File: config.mk
export PLATFORM = sky130hd
export DESIGN_NAME = serial_deser_flat
export DESIGN_NICKNAME = d
export VERILOG_FILES = /design/src/rtl/serial_deser_if.sv /design/src/rtl/serial_deser.sv /design/src/flat_wrapper.sv
export SDC_FILE = /design/constraint.sdc
export NUM_CORES = 1
export LEC_CHECK = 0
export ABC_CLOCK_PERIOD_IN_PS = 2100
export CAP_MARGIN = 20
export CORE_MARGIN = 3
export CORE_UTILIZATION = 50
export DETAILED_ROUTE_END_ITERATION = 12
export PLACE_DENSITY = 0.78
export SETUP_SLACK_MARGIN = 0.02
export SYNTH_ARGS = -nofsm -noshare
export SYNTH_HDL_FRONTEND = slang
export SYNTH_SLANG_ARGS = --single-unit
File: constraint.sdc
create_clock -name clk -period 2.1 [get_ports clk]
set_input_delay 0.42 -clock clk [delete_from_list [all_inputs] [get_ports clk]]
set_output_delay 0.42 -clock clk [all_outputs]
set_load 0.1 [all_outputs]
File: src/rtl/serial_deser_if.sv
// Serial deserialiser bus: bit stream and control in, words and status out.
interface serial_deser_if #(
    parameter int WIDTH = 8
);
    logic             en_n;
    logic             din;
    logic             resync;
    logic [WIDTH-1:0] data_out;
    logic             data_valid;
    logic             sync_found;
    logic             locked;
    logic [7:0]       word_cnt;

    // Bit source side
    modport master (
        output en_n, din, resync,
        input  data_out, data_valid, sync_found, locked, word_cnt
    );

    // Deserialiser side
    modport slave (
        input  en_n, din, resync,
        output data_out, data_valid, sync_found, locked, word_cnt
    );
endinterface

File: src/rtl/serial_deser.sv
// Serial-to-parallel deserialiser: hunts for SYNC_PATTERN, then frames
// every following WIDTH enabled bits (MSB first) into a word.
module serial_deser #(
    parameter int               WIDTH        = 8,
    parameter logic [WIDTH-1:0] SYNC_PATTERN = WIDTH'(8'hA5)
) (
    input  logic            clk,
    input  logic            rst,
    serial_deser_if.slave   bus
);
    localparam int CW = $clog2(WIDTH);
    localparam logic [CW-1:0] LAST_BIT = CW'(WIDTH - 1);

    localparam logic [0:0] HUNT   = 1'b0;
    localparam logic [0:0] LOCKED = 1'b1;

    logic [0:0]       state;
    logic [WIDTH-1:0] shreg;
    logic [CW-1:0]    bit_cnt;
    logic [WIDTH-1:0] data_out;
    logic             data_valid;
    logic             sync_found;
    logic [7:0]       word_cnt;
    logic [WIDTH-1:0] next_word;

    // Shift register contents including the bit arriving on this edge
    assign next_word = {shreg[WIDTH-2:0], bus.din};

    // Alignment FSM, word framing and status pulses
    always_ff @(posedge clk) begin
        if (rst) begin
            state      <= HUNT;
            shreg      <= '0;
            bit_cnt    <= '0;
            data_out   <= '0;
            data_valid <= 1'b0;
            sync_found <= 1'b0;
            word_cnt   <= '0;
        end else begin
            data_valid <= 1'b0;
            sync_found <= 1'b0;
            if (bus.resync) begin
                // Drop lock and discard the partial word, including this edge's bit
                state   <= HUNT;
                shreg   <= '0;
                bit_cnt <= '0;
            end else if (!bus.en_n) begin
                shreg <= next_word;
                if (state == HUNT) begin
                    if (next_word == SYNC_PATTERN) begin
                        state      <= LOCKED;
                        bit_cnt    <= '0;
                        word_cnt   <= '0;
                        sync_found <= 1'b1;
                    end
                end else if (bit_cnt == LAST_BIT) begin
                    // Pattern-valued words are plain data once locked
                    bit_cnt    <= '0;
                    data_out   <= next_word;
                    data_valid <= 1'b1;
                    word_cnt   <= word_cnt + 8'd1;
                end else begin
                    bit_cnt <= bit_cnt + 1'b1;
                end
            end
        end
    end

    assign bus.data_out   = data_out;
    assign bus.data_valid = data_valid;
    assign bus.sync_found = sync_found;
    assign bus.locked     = (state == LOCKED);
    assign bus.word_cnt   = word_cnt;
endmodule

File: src/flat_wrapper.sv
// flat-port wrapper written by rule: the top's interface ports become plain ports
module serial_deser_flat 
#(
    parameter int               WIDTH        = 8,
    parameter logic [WIDTH-1:0] SYNC_PATTERN = WIDTH'(8'hA5)
)
  (clk, rst, bus_en_n, bus_din, bus_resync, bus_data_out, bus_data_valid, bus_sync_found, bus_locked, bus_word_cnt);
  serial_deser_if #(.WIDTH(WIDTH)) bus_i ();
  input  logic clk;
  input  logic rst;
  input wire logic [$bits(bus_i.en_n)-1:0] bus_en_n;
  input wire logic [$bits(bus_i.din)-1:0] bus_din;
  input wire logic [$bits(bus_i.resync)-1:0] bus_resync;
  output wire logic [$bits(bus_i.data_out)-1:0] bus_data_out;
  output wire logic [$bits(bus_i.data_valid)-1:0] bus_data_valid;
  output wire logic [$bits(bus_i.sync_found)-1:0] bus_sync_found;
  output wire logic [$bits(bus_i.locked)-1:0] bus_locked;
  output wire logic [$bits(bus_i.word_cnt)-1:0] bus_word_cnt;
  assign bus_i.en_n = bus_en_n;
  assign bus_i.din = bus_din;
  assign bus_i.resync = bus_resync;
  assign bus_data_out = bus_i.data_out;
  assign bus_data_valid = bus_i.data_valid;
  assign bus_sync_found = bus_i.sync_found;
  assign bus_locked = bus_i.locked;
  assign bus_word_cnt = bus_i.word_cnt;
  serial_deser #(.WIDTH(WIDTH), .SYNC_PATTERN(SYNC_PATTERN)) u_core (.clk(clk), .rst(rst), .bus(bus_i));
endmodule
==> reports/results.tsv, run 1 <==
metric	value	unit
period_needed	1.692	ns
antenna_found_initial	0	
dpl_cell_area	1473	sq um
clock_latency	0.32	ns
grt_start_max_net_pins	17	
grt_setup_unrepaired	no	
switching_share	21.79	%
grt-ovfl-total	0	
ctsRootBufferMaster	clkbuf_4	
relSlewSlack	63.86	%
clockBufferDepth	2	
dp.cells	186	
finalSetupViolations	0	
die_width	55.50	um
ioPinCount	24	
finalCoreUtilization	67.12	%
synthArstFlopShare	0	%
synth-edff-count	0	
critPathRequiredTime	2.35	ns
fin_area	1528	sq um
p_seq_share	59.5	%
drc	0	
clk_pin_slew_worst_paths	0.09	ns
power.share.clock	36.6	%
drtAntennaViolNets	0	
gp_congestion	0.7785	
power_density	605.7	nW/um^2
die_area	3080	sq um
p_sw	0.2016	mW
hold_viol_final	0	
numPortBuffers	23	
synthCells	136	
grt_pass1_vias	985	
nNetsFinal	173	
end_kind	flip-flop	
status	complete, no violations	
max_freq	0.5912	GHz
hold_ws	0.4645	ns
grt_pass1_wl	4.471	mm
wirelength	2.617	mm
core_area	2276	sq um
ys_seq_area_share	47.40	%
fin_worst_skew	0.01044	ns
synthToLayoutAreaGrowth	24.72	%
yosysTopAreaCell	dfxtp_1	
path_class	flip-flop to flip-flop	
cts_made_buffers	5	
cts_max_level	2	
synth_top_area_share	47.40	%
pwr-share-comb	3.8	%
critPathMaxFanout	14	
rows	17	
clock-sinks	29	
finalNonFillerCells	193	
routedWlPerCell	13.56	um
ys_seq_elements	29	
worstMarginPinSlew	0.5413	ns
vias	1068	
synth.avg_cell_area	9.007	sq um
synth_nets	144	
max-cap-violations	0	
initial_core_util	53.82	%
power.leakage	0.5852	nW
p_int	0.7237	mW
synth_area_leaders	dfxtp_1 (47%), nand2_1 (6.4%), mux2i_1 (5.7%), a21oi_1 (5.3%), nand3_1 (4.9%)	
ys.flop_type	dfxtp_1	
via_per_inst	5.534	
groute.usage.overall	18.89	%
slew_viol_final	0	
ctsHoldBuffers	0	
hold_class	flip-flop to flip-flop	
dr.pass1.iters	4	
min_period_over_period	80.55	%
antenna-diode-count	0	
start_kind	flip-flop	
finalSetupTns	0	ns
cts_tree	built	
drive_gt1_share	22.42	%
detailed_place_hpwl	1.850	mm
die_height	55.50	um
fill_cells	193	
cp.arrival	1.94	ns
ys_warn_count	0	
drtIter0Drc	23	
ir_drop	0.6005	mV
synth_area	1225	sq um
cts_setup_buffers	0	
ctsResizeCount	0	
synth.distinct_cells	29	
## critical path, stage by stage (launching register included)
cell and delay (ns):
dfxtp_1 0.67, inv_2 0.15, nor4b_4 0.37, buf_4 0.22, nand2_1 0.06, a21oi_1 0.14
## kinds of logic after synthesis
| family | Yosys count | synth area share (%) |
|---|---|---|
| buffers and inverters | 8 | 2.962 |
| flip-flops | 29 | 47.40 |
| multiplexers | 7 | 5.720 |
| AND/OR/NAND/NOR | 64 | 28.19 |
| AO/OA/AOI/OAI | 25 | 12.67 |
| adder cells (fa/ha/maj) | 3 | 3.065 |
## layer usage
metal | GRT usage, % | vias up | wire length (um)
li1 | - | 546 | -
met1 | 22.32 | 490 | 1214
met2 | 28.72 | 28 | 1185
met3 | 8.645 | 4 | 167
met4 | 9.375 | 0 | 50
met5 | 0 | - | 0
## power by group through the flow
stage	clock (mW)	combinational, mW	sequential, mW
6_report	0.339	0.0354	0.551
5_1_grt	0.375	0.0384	0.551
4_1_cts	0.347	0.0352	0.551
3_5_place_dp	0	0.0353	0.564
3_3_place_gp	0	0.0344	0.564
2_1_floorplan	0	0.0179	0.564
## Yosys cell counts (2+ instances only)
cell type / instances
ha_1: 3
mux2i_1: 7
a31oi_1: 3
and4bb_1: 2
a21oi_1: 13
o21a_1: 2
dfxtp_1: 29
o21ai_1: 2
a32o_1: 3
nor3_1: 3
buf_2: 2
nand3_1: 12
nand2_1: 21
clkbuf_1: 4
nand4b_1: 2
nor2_1: 11
or2_1: 2
nor4_1: 4
## final timing paths
kind / from / to / slack, ns / cells past startpoint
hold reg to reg: u_core.bus.data_out[3]$_SDFFE_PP0P_ / u_core.bus.data_out[3]$_SDFFE_PP0P_ / 0.46 / 2
hold / removal: u_core.bus.data_out[3]$_SDFFE_PP0P_ / u_core.bus.data_out[3]$_SDFFE_PP0P_ / 0.46 / 2
setup reg to reg: u_core.bus.locked$_SDFFE_PP0N_ / u_core.bus.data_out[6]$_SDFFE_PP0P_ / 0.41 / 5
setup / recovery: u_core.bus.locked$_SDFFE_PP0N_ / u_core.bus.data_out[6]$_SDFFE_PP0P_ / 0.41 / 5
## registers in the layout, summed over array words and instances (netlist names)
signal	count
u_core.shreg	7
u_core.bus.sync_found	1
u_core.bus.data_out	8
u_core.bus.word_cnt	8
u_core.bus.locked	1
u_core.bus.data_valid	1
u_core.bit_cnt	3
## stage by stage
stage,setup WS [ns],power [mW]
after CTS,0.4235,0.9329
final,0.4085,0.9254
after global placement,0.1361,0.5982
after detailed placement,0.09754,0.5991
after floorplan,0.1095,0.5815
after global routing,0.2668,0.9642
## area by class of cell
cell class	instances	area (sq um)	area share (%)
timing repair buffer	29	240.2	15.72
tap	28	35.03	2.293
sequential	29	585.6	38.33
inverter	1	3.754	0.2457
multi-input combinational	99	608.1	39.80
clock buffer	7	55.05	3.604
## cell usage in the layout, fill, tap and decap left out, drive strengths merged, types with 4 or more instances in the layout
| cell type | count |
|---|---|
| nor4 | 4 |
| a21oi | 13 |
| clkbuf | 7 |
| nand2 | 21 |
| clkdlybuf4s50 | 4 |
| mux2i | 7 |
| buf | 25 |
| dfxtp | 29 |
| nand3 | 12 |
| nor2 | 11 |
No activity file was read; power rests on OpenSTA's default activity.
==> run 2: changes to the inputs <==
--- a/config.mk
+++ b/config.mk
@@ -5,12 +5,12 @@
 export SDC_FILE = /design/constraint.sdc
 export NUM_CORES = 1
 export LEC_CHECK = 0
-export ABC_CLOCK_PERIOD_IN_PS = 2100
+export ABC_CLOCK_PERIOD_IN_PS = 1400
 export CAP_MARGIN = 20
 export CORE_MARGIN = 3
-export CORE_UTILIZATION = 50
+export CORE_UTILIZATION = 45
 export DETAILED_ROUTE_END_ITERATION = 12
-export PLACE_DENSITY = 0.78
+export PLACE_DENSITY = 0.74
 export SETUP_SLACK_MARGIN = 0.02
 export SYNTH_ARGS = -nofsm -noshare
 export SYNTH_HDL_FRONTEND = slang
==> constraint.sdc (replaced) <==
create_clock -name clk -period 1.4 [get_ports clk]
set_input_delay 0.28 -clock clk [delete_from_list [all_inputs] [get_ports clk]]
set_output_delay 0.28 -clock clk [all_outputs]
set_load 0.1 [all_outputs]
==> reports/results.tsv, run 2 (synthesis gave the netlist of run 1 again) <==
metric	value	unit
status	complete, but fails checks	
violations	negative setup slack	
relSlewSlack	73.81	%
max-cap-violations	0	
power.leakage	0.7751	nW
antenna-diode-count	0	
end_kind	flip-flop	
grt_setup_unrepaired	yes	
grt_start_max_net_pins	17	
nNetsFinal	198	
critPathMaxFanout	8	
ioPinCount	24	
max_freq	0.6271	GHz
fin_worst_skew	0.01071	ns
routedWlPerCell	19.14	um
via_per_inst	5.937	
clk_pin_slew_worst_paths	0.09	ns
min_from	u_core.shreg[5]$_SDFFE_PP0N_	
drive_gt1_share	48.69	%
cts_tree	built	
final_cell_mix	buf_4 (27), buf_12 (19), dfxtp_1 (19)	
grt_pass1_wl	5.858	mm
grt_pass1_vias	1277	
ctsHoldBuffers	0	
groute.usage.overall	23.77	%
cp.arrival	1.81	ns
die_width	58.18	um
clock-sinks	29	
drtIter0Drc	102	
fill_cells	136	
min_delay_path_depth	2	
p_total	1.428	mW
top_regs	u_core.bus.data_out x8, u_core.bus.word_cnt x8, u_core.shreg x7	
critPathRequiredTime	1.62	ns
detailed_place_hpwl	2.156	mm
clockBufferDepth	2	
antenna_found_initial	0	
vias	1312	
timing.final.ws_setup	-0.1947	ns
ir_drop	0.6485	mV
rr_worst_depth	5	
min_period_over_period	113.9	%
path_class	primary input to flip-flop	
rows	18	
numPortBuffers	23	
period_needed	1.595	ns
crit_path_start	bus_resync	
finalSetupViolations	16	
slew_viol_final	0	
dpl_cell_area	1859	sq um
grt-ovfl-total	0	
hold_viol_final	0	
worstMarginPinSlew	0.3918	ns
drc	0	
clock_latency	0.33	ns
fin_area	2153	sq um
hold_ws	0.4870	ns
drtAntennaViolNets	0	
cts_max_level	2	
core_area	2522	sq um
start_kind	primary input	
dr.pass1.iters	4	
layout_commonest_cell	buf_4	
finalSetupTns	-1.622	ns
r2r_start	u_core.bus.word_cnt[2]$_SDFFE_PP0P_	
hold_class	flip-flop to flip-flop	
cts_made_buffers	5	
gp_congestion	0.7716	
post-place-ws	-0.3710	ns
wirelength	4.230	mm
die_area	3384	sq um
initial_core_util	48.56	%
die_height	58.18	um
synthToLayoutAreaGrowth	75.79	%
ctsRootBufferMaster	clkbuf_4	
power_density	663.2	nW/um^2
-- run 2: cell count changes in the layout (fill, tap and decap cells not counted), sizes merged --
cell / change
buf: +25
clkbuf: +1
-- run 2: layout make-up --
type                            count  area [sq um]  share of cell area (%)
Clock buffer                        8         58.81                   2.731
Multi-Input combinational cell     99         765.7                   35.56
Timing Repair Buffer               54         679.4                   31.55
Tap cell                           30         37.54                   1.743
Inverter                            1         6.256                  0.2905
Sequential cell                    29         605.6                   28.12
-- run 2: critical path: stages --
cell	delay [ns]
clkdlybuf4s50_1	0.45
buf_4	0.18
nor3_1	0.24
nand3_2	0.25
a31oi_1	0.29
a21oi_1	0.11
-- run 2: layer usage --
metal | share of wire (%) | track usage [%]
met1 | 40 | 25.96
met2 | 50 | 38.39
met3 | 7.0 | 9.131
met4 | 3.2 | 15.23
met5 | 0 | 0
-- run 2: timing repair --
item                                   in CTS  in global routing
buffers inserted                            5                  2
resized for setup                          25                 15
setup endpoints to repair                  18                 21
gates cloned                                1                  0
pin swaps                                  15                  8
endpoints found under the hold margin       0                  0
-- run 2: final timing paths --
path / to / slack [ns]
setup / recovery: u_core.bus.word_cnt[3]$_SDFFE_PP0P_ / -0.19
hold / removal: u_core.bus.data_out[6]$_SDFFE_PP0P_ / 0.49
hold reg to reg: u_core.bus.data_out[6]$_SDFFE_PP0P_ / 0.49
setup reg to reg: u_core.bus.word_cnt[5]$_SDFFE_PP0P_ / -0.17
-- run 2: where the power goes --
group | switching, mW | internal [mW] | leakage [nW]
combinational | 0.0380 | 0.0315 | 0.502
sequential | 0.00148 | 0.816 | 0.240
clock | 0.294 | 0.247 | 0.0326
-- run 2: through the flow --
stage	util [%]	std cells
after global placement	73.71	205
final	85.37	221
after detailed placement	73.71	205
after floorplan	-	136
after CTS	82.09	219
after global routing	85.37	221
==> run 3: changes to the inputs <==
--- a/config.mk
+++ b/config.mk
@@ -11,7 +11,7 @@
 export CORE_UTILIZATION = 45
 export DETAILED_ROUTE_END_ITERATION = 12
 export PLACE_DENSITY = 0.74
-export SETUP_SLACK_MARGIN = 0.02
+export SLEW_MARGIN = 5
 export SYNTH_ARGS = -nofsm -noshare
 export SYNTH_HDL_FRONTEND = slang
 export SYNTH_SLANG_ARGS = --single-unit
==> reports/results.tsv, run 3 (synthesis gave the netlist of run 1 again) <==
metric	value	unit
max-cap-violations	0	
ir_drop	0.7952	mV
worstMarginPinSlew	0.3785	ns
max_freq	0.6634	GHz
dr.pass1.iters	4	
layout_commonest_cell	buf_4	
grt-ovfl-total	0	
critPathRequiredTime	1.62	ns
end_kind	flip-flop	
drive_gt1_share	50.53	%
fin_worst_skew	0.01146	ns
wirelength	3.672	mm
clockBufferDepth	2	
critPathMaxFanout	8	
grt_setup_unrepaired	yes	
finalSetupTns	-0.8494	ns
grt_pass1_vias	1179	
violations	negative setup slack	
final_cell_mix	buf_4 (23), buf_12 (20), dfxtp_1 (16)	
gp_congestion	0.7716	
start_kind	primary input	
rows	18	
detailed_place_hpwl	2.168	mm
period_needed	1.507	ns
relSlewSlack	74.57	%
grtUsageMet3	7.127	%
initial_core_util	48.56	%
power.leakage	0.8251	nW
path_class	primary input to flip-flop	
slew_viol_final	0	
groute.usage.overall	22.12	%
clk_pin_slew_worst_paths	0.10	ns
grt_start_max_net_pins	17	
grt_use_met2	36.77	%
vias	1255	
drc	0	
cp.arrival	1.73	ns
die_height	58.18	um
drtAntennaViolNets	0	
die_area	3384	sq um
status	complete, but fails checks	
finalCoreUtilization	85.22	%
hold_class	flip-flop to flip-flop	
antenna-diode-count	0	
antenna_found_initial	0	
ctsRootBufferMaster	clkbuf_4	
drtIter0Drc	43	
met1_usage	25.58	%
ioPinCount	24	
gr-max-usage-layer	met2	
power_density	636.4	nW/um^2
hold_viol_final	0	
grt_pass1_wl	5.561	mm
cts_made_buffers	5	
timing.final.ws_setup	-0.1073	ns
synthToLayoutAreaGrowth	75.49	%
min_period_over_period	107.7	%
cts_max_level	2	
clock-sinks	29	
routedWlPerCell	16.84	um
numPortBuffers	23	
die_width	58.18	um
cts_tree	built	
clock_latency	0.33	ns
finalSetupViolations	13	
via_per_inst	5.757	
core_area	2522	sq um
top_regs	u_core.bus.data_out x8, u_core.bus.word_cnt x8, u_core.shreg x7	
nNetsFinal	195	
## run 3: cell count changes in the layout (fill, tap and decap cells not counted), moves of 2 or more
cell	before	now
buf_4	27	23
buf_8	3	1
nand2_2	6	3
nand2_4	0	4
dfxtp_1	19	16
dfxtp_2	5	8
a21oi_1	7	5
buf_6	1	3
a21oi_2	6	8
clkinv_2	0	2
## run 3: metal layers
| layer | routed length (um) | share of wire, % | vias up |
|---|---|---|---|
| met5 | 0 | 0 | - |
| met4 | 106 | 2.9 | 0 |
| met3 | 200 | 5.4 | 10 |
| met2 | 1888 | 51 | 42 |
| met1 | 1477 | 40 | 611 |
| li1 | - | - | 592 |
## run 3: timing repair
item,in CTS,in global routing
gates resized for setup,17,31
cloned,1,0
pin swaps,5,11
hold buffers,0,0
endpoints found under the setup margin,17,18
buffers inserted,3,1
## run 3: area by class of cell
cell class | count | area, sq um
Tap cell | 30 | 37.54
Sequential cell | 29 | 609.3
Multi-Input combinational cell | 99 | 783.3
Timing Repair Buffer | 51 | 661.9
Clock inverter | 2 | 10.01
Clock buffer | 6 | 41.29
Inverter | 1 | 6.256
Fill cell | 141 | 372.9
## run 3: critical path, stage by stage
cell and delay, ns:
clkdlybuf4s50_1 0.51, nor3_1 0.36, nand3_2 0.24, a31oi_1 0.25
a21oi_1 0.09
## run 3: path summary, 6_finish.rpt
| kind | startpoint | to | slack [ns] | depth (start not counted) |
|---|---|---|---|---|
| hold reg to reg | u_core.shreg[6]$_SDFFE_PP0N_ | u_core.bus.data_out[7]$_SDFFE_PP0P_ | 0.49 | 2 |
| setup / recovery | bus_en_n | u_core.bus.word_cnt[3]$_SDFFE_PP0P_ | -0.11 | 5 |
| hold / removal | u_core.shreg[6]$_SDFFE_PP0N_ | u_core.bus.data_out[7]$_SDFFE_PP0P_ | 0.49 | 2 |
| setup reg to reg | u_core.bit_cnt[0]$_SDFFE_PP0P_ | u_core.bus.data_out[1]$_SDFFE_PP0P_ | -0.10 | 8 |
## run 3: power by group
part | internal (mW) | leakage, nW | switching, mW
combinational | 0.0316 | 0.551 | 0.0354
sequential | 0.816 | 0.242 | 0.00199
clock | 0.191 | 0.0320 | 0.292
## run 3: through the flow
stage	hold WS (ns)	std cells	power [mW]	instance area, sq um	setup slack [ns]
after floorplan	0.4160	136	0.8629	1267	-0.2832
after global placement	0.4715	205	0.8949	1859	-0.3453
after detailed placement	0.4765	205	0.8949	1859	-0.3575
after CTS	0.4879	217	1.384	2012	-0.06183
after global routing	0.5125	218	1.431	2150	-0.2190
final	0.4869	218	1.368	2150	-0.1073
